==> src/rtl/gray_pkg.sv <==
// Shared types and step codes for the Gray-sample receive path.
package gray_pkg;

    typedef enum logic [1:0] {
        INIT,
        TRACK,
        FAULT
    } state_e;

    localparam logic [1:0] STEP_HOLD = 2'b00;
    localparam logic [1:0] STEP_UP   = 2'b01;
    localparam logic [1:0] STEP_DOWN = 2'b11;
    localparam logic [1:0] STEP_BAD  = 2'b10;

endpackage

==> src/rtl/gray2bin.sv <==
// Combinational Gray-to-binary converter.
module gray2bin #(
    parameter int W = 4
) (
    input  logic [W-1:0] g,
    output logic [W-1:0] b
);

    // Each binary bit is the XOR of all Gray bits at or above it.
    for (genvar i = 0; i < W; i++) begin : g_bit
        assign b[i] = ^(g >> i);
    end

endmodule

==> src/rtl/gray_decoder_track.sv <==
// Gray sample decoder with step classification and wrap-around position.
module gray_decoder_track
    import gray_pkg::*;
#(
    parameter int W  = 4,
    parameter int PW = 8
) (
    input  logic          clk,
    input  logic          rst,
    input  logic          in_valid,
    output logic          in_ready,
    input  logic [W-1:0]  gray_in,
    input  logic          clear,
    output logic          out_valid,
    input  logic          out_ready,
    output logic [W-1:0]  bin_out,
    output logic [1:0]    step,
    output logic [PW-1:0] pos,
    output logic          fault
);

    localparam logic [W-1:0]  D_ONE  = W'(1);
    localparam logic [W-1:0]  D_NEG  = '1;
    localparam logic [PW-1:0] P_ONE  = PW'(1);

    state_e        state_q, state_d, eff_state;
    logic [W-1:0]  prev_q, prev_d;
    logic [PW-1:0] pos_q, pos_d;
    logic          ov_q, ov_d;
    logic [W-1:0]  bin_q, bin_d;
    logic [1:0]    step_q, step_d;
    logic [W-1:0]  bin_w;
    logic [W-1:0]  delta;
    logic          acc;

    gray2bin #(.W(W)) u_g2b (
        .g(gray_in),
        .b(bin_w)
    );

    assign in_ready  = !ov_q || out_ready;
    assign acc       = in_valid && in_ready;
    assign delta     = bin_w - prev_q;
    assign eff_state = clear ? INIT : state_q;

    always_comb begin
        state_d = eff_state;
        prev_d  = prev_q;
        pos_d   = pos_q;
        ov_d    = ov_q;
        bin_d   = bin_q;
        step_d  = step_q;
        if (acc) begin
            ov_d   = 1'b1;
            bin_d  = bin_w;
            step_d = STEP_BAD;
            unique case (eff_state)
                INIT: begin
                    prev_d  = bin_w;
                    state_d = TRACK;
                end
                TRACK: begin
                    prev_d = bin_w;
                    if (delta == '0) begin
                        step_d = STEP_HOLD;
                    end else if (delta == D_ONE) begin
                        step_d = STEP_UP;
                        pos_d  = pos_q + P_ONE;
                    end else if (delta == D_NEG) begin
                        step_d = STEP_DOWN;
                        pos_d  = pos_q - P_ONE;
                    end else begin
                        state_d = FAULT;
                    end
                end
                FAULT: state_d = FAULT;
                default: state_d = INIT;
            endcase
        end else if (out_ready) begin
            ov_d = 1'b0;
        end
    end

    always_ff @(posedge clk) begin
        if (rst) begin
            state_q <= INIT;
            prev_q  <= '0;
            pos_q   <= '0;
            ov_q    <= 1'b0;
            bin_q   <= '0;
            step_q  <= STEP_HOLD;
        end else begin
            state_q <= state_d;
            prev_q  <= prev_d;
            pos_q   <= pos_d;
            ov_q    <= ov_d;
            bin_q   <= bin_d;
            step_q  <= step_d;
        end
    end

    assign out_valid = ov_q;
    assign bin_out   = bin_q;
    assign step      = step_q;
    assign pos       = pos_q;
    assign fault     = (state_q == FAULT);

endmodule

==> config.mk <==
export PLATFORM = sky130hd
export DESIGN_NAME = gray_decoder_track
export DESIGN_NICKNAME = d
export VERILOG_FILES = /design/src/rtl/gray_pkg.sv /design/src/rtl/gray2bin.sv /design/src/rtl/gray_decoder_track.sv
export SDC_FILE = /design/constraint.sdc
export NUM_CORES = 1
export LEC_CHECK = 0
export CELL_PAD_IN_SITES_DETAIL_PLACEMENT = 1
export CELL_PAD_IN_SITES_GLOBAL_PLACEMENT = 2
export CORE_MARGIN = 2
export CORE_UTILIZATION = 25
export CTS_CLUSTER_DIAMETER = 200
export DETAILED_ROUTE_END_ITERATION = 8
export PLACE_DENSITY = 0.77
export SLEW_MARGIN = 20
export SYNTH_ARGS = -nofsm -noshare
export SYNTH_HDL_FRONTEND = slang
export SYNTH_SLANG_ARGS = --single-unit
==> constraint.sdc <==
create_clock -name clk -period 5.48 [get_ports clk]
set_input_delay 1.37 -clock clk [delete_from_list [all_inputs] [get_ports clk]]
set_output_delay 1.37 -clock clk [all_outputs]
set_load 0.01 [all_outputs]
==> reports/metrics.yaml <==
synthesis:
  netlist_instances: 136
  synth_edf_count: 0
  synth_fa_ha_area_frac: 0.1283
  synthXorXnorAreaFrac: 0.08097
  muxShareOfSynthArea: 0.05468
  synthArstFlopShare: 0
  syn_area_per_cell_sq_um: 8.749
  ys_seq_area_frac: 0.3533
  synth_top_family_by_area: "simple AND/OR/NAND/NOR gates"
  synthSimpleGateAreaFrac: 0.1998
  synth-compound-area-share: 0.1577
  syn_area_sq_mm: 0.001190
  synth_commonest_cells: "dfxtp_1, nor2_1, a21oi_1"
  synthTopCellsByArea: "dfxtp_1, ha_1, nor2_1"
  synth_top_flop_cell: "dfxtp_1"
  yosysWarnings: 0
  synth-seq-cells: 21
  synth_top_cell_by_area: "dfxtp_1"
  synth_top_area_share: 0.3533
  synth_nets: 156
  synth_cell_types: 34
  synth.most_common_cell: "dfxtp_1"
routing:
  viasPerCell: 4.936
  dr.first_iter.drc_count: 41
  post-route-drc-count: 0
  wl_um: 3520
  firstDrtPassIters: 4
  avgRoutedWirePerCell_um: 15.11
  ant_nets: 0
  routed-via-count: 1150
finish:
  syn2layout_area_growth_pct: 49.53
  seqCellArea_sq_um: 420.4
  multi_input_area_sq_um: 849.6
  stdcell_area_sq_mm: 0.001779
  finalNonFillerCells: 233
  final_nets: 200
  fill_cells: 547
  antenna_cells: 0
  drive_gt1_frac: 0.2179
critical_path:
  slowest_delay_ns: 0.51
  cp-end-kind: "flop"
  crit_arrival_ns: 5.46
  cp_num_buf_inv: 2
  cp_max_fo: 3
  reg2reg_slack_ns: 2.08
  ff2ff_path_depth: 14
  startpoint_type: "input pin"
  cp_cell_sequence: "clkdlybuf4s50_1 > xor2_2 > xor2_2 > xnor2_2 > ha_2 > inv_1 > fa_1 > xor2_1 > nor2_1 > o21ai_1 > or2_4 > ha_4 > a211oi_4 > o311ai_4 > o31ai_2 > mux2_4 > or3_1 > a21oi_1"
  r2r_end: "pos[7]"
  crit_top_cell: "xor2_2"
  cpLargestDelayFamily: "compound AO/OA/AOI/OAI gates"
  crit_slowest_cell: "clkdlybuf4s50_1"
  crit_required_ns: 5.67
  r2r_start: "prev_q[0]"
  worstSetupPathType: "in -> reg"
pwr:
  swShare: 0.3198
  pwr-share-seq: 0.391
  power_density_mw_per_mm2: 238.4
  vdd.ir_drop.worst_mv: 0.1202
  p_int_uw: 288.6
  p_comb_frac: 0.355
  leakage_uw: 0.0006802
  pwr-share-clk: 0.255
  power_switching_uw: 135.7
place:
  portBuffers: 25
  gp_congestion: 0.7836
  dp.cells: 225
  dpl.hpwl_um: 2564
  dpl_cell_area_sq_mm: 0.001594
floorplan:
  die_x_um: 72.99
  dieArea_sq_mm: 0.005328
  rows: 25
  chipHeight_um: 72.99
  core_area_sq_mm: 0.004661
  io_pins: 26
  start_util: 0.2553
cts:
  ctsHoldBuffers: 0
  clockBufferDepth: 2
  cts-buffers-inserted: 3
  clkSlewWorstSetupHoldPaths_ns: 0.08
  cts_sinks: 21
  insertion_delay_ns: 0.27
  tritoncts: "built"
  htreeDepth: 1
  cts_root_buffer: "clkbuf_8"
timing:
  slew_headroom: 0.4425
  drv_slew: 0
  fmax_mhz: 189.5
  layout_min_cycle_time_ns: 5.278
  finClkSkew_ns: 0.003923
  setup_viol: 0
  hold_violations: 0
  post-route-period-util: 0.9632
  worstMarginPinSlew_ns: 0.8337
hold_path:
  min_path_cells: 2
  timing.hold.worst.start: "bin_out[3]"
  hold_class: "reg -> reg"
  hold_end: "bin_out[3]"
global_route:
  met2_usage: 0.2563
  grt_start_max_net_pins: 22
  grt_pass1_vias: 1257
  grt.met3_usage: 0.03729
  grt_pass1_wl_um: 5720
  grt_usage: 0.1379
  antenna_found_initial: 0
  grt_busiest_layer: "met2"
  met1_usage: 0.1550
  grt-ovfl-total: 0
flow_run:
  maxCapViolCount: 0
outcome:
  status: "completed"
## flip-flops by register name, summed over array words and instances, names as in the netlist
| register | count |
|---|---|
| out_valid | 1 |
| pos | 8 |
| state_q | 2 |
| prev_q | 4 |
| step | 2 |
| bin_out | 4 |
## worst register-to-register path, cell delays in order, from the launching register on
cell	delay (ns)
dfxtp_1	0.35
ha_2	0.18
inv_1	0.05
fa_1	0.37
xor2_1	0.17
nor2_1	0.12
o21ai_1	0.10
or2_4	0.27
ha_4	0.24
a211oi_4	0.29
o311ai_4	0.13
o31ai_2	0.25
mux2_4	0.34
or3_1	0.32
a21oi_1	0.14
## cell type report
type,count,share of cell area
clock buffers,3,0.02321
clock inverters,1,0.002813
inverters,5,0.01055
multi-input cells,107,0.4775
flip-flops and latches,21,0.2363
well taps,54,0.03797
repair buffers,42,0.2117
## cell families (layout without fill, tap and decap cells)
group | after synthesis | count (layout)
multiplexers | 6 | 6
XOR/XNOR | 11 | 11
AND/OR/NAND/NOR | 50 | 50
buffers and inverters | 8 | 51
adder cells (fa/ha/maj) | 11 | 11
flip-flops | 21 | 21
AO/OA/AOI/OAI | 29 | 29
## power groups by stage
| stage | combinational (uW) | clock [uW] | sequential [uW] |
|---|---|---|---|
| floorplan | 73.7 | 0 | 170 |
| global placement | 121 | 0 | 168 |
| detailed placement | 127 | 0 | 169 |
| CTS | 139 | 114 | 166 |
| global route | 165 | 121 | 167 |
| finish | 151 | 108 | 166 |
## timing repair
item                       4_1_cts  5_1_grt
setup buffers                    4        0
gates resized for setup          7       13
pin swaps                        7       11
setup endpoints to repair        1        1
## stage by stage
step	TNS [ns]	total power (uW)	utilization	worst slack, ns	hold WS, ns
after CTS	0	418.5	0.3646	0.007655	0.4729
after global routing	-0.008243	453.7	0.3817	-0.008243	0.4873
after detailed placement	-0.5485	296.1	0.3420	-0.5210	0.4602
after global placement	-0.1939	288.8	0.3420	-0.1939	0.4442
after floorplan	0	243.7	-	0.07663	0.4363
final	0	424.2	0.3817	0.2017	0.4672
## placed cells by master, fill, tap and decap left out, drive strengths merged, types with 4 or more instances in the layout
cell type	count
ha	9
nand2	11
clkdlybuf4s50	24
nand2b	4
dfxtp	21
xor2	5
mux2i	5
buf	17
a21oi	15
inv	5
nor2	20
xnor2	6
a211oi	4
## how the worst max path moves through the flow
stage,from,endpoint,slack (ns),cells after the start
detailed placement,gray_in[3],pos[7],-0.52,18
floorplan,gray_in[3],pos[7],0.08,17
global route,gray_in[2],pos[7],-0.008,18
CTS,gray_in[2],pos[7],0.008,19
finish,gray_in[2],pos[7],0.20,18
global placement,gray_in[3],pos[7],-0.19,18
## per-layer routing
metal  part of all wire  wire length [um]
met4              0.017                60
met1               0.42              1488
met3              0.037               131
met2               0.52              1840
met5                  0                 0
Power figures use the tool's default switching activity.
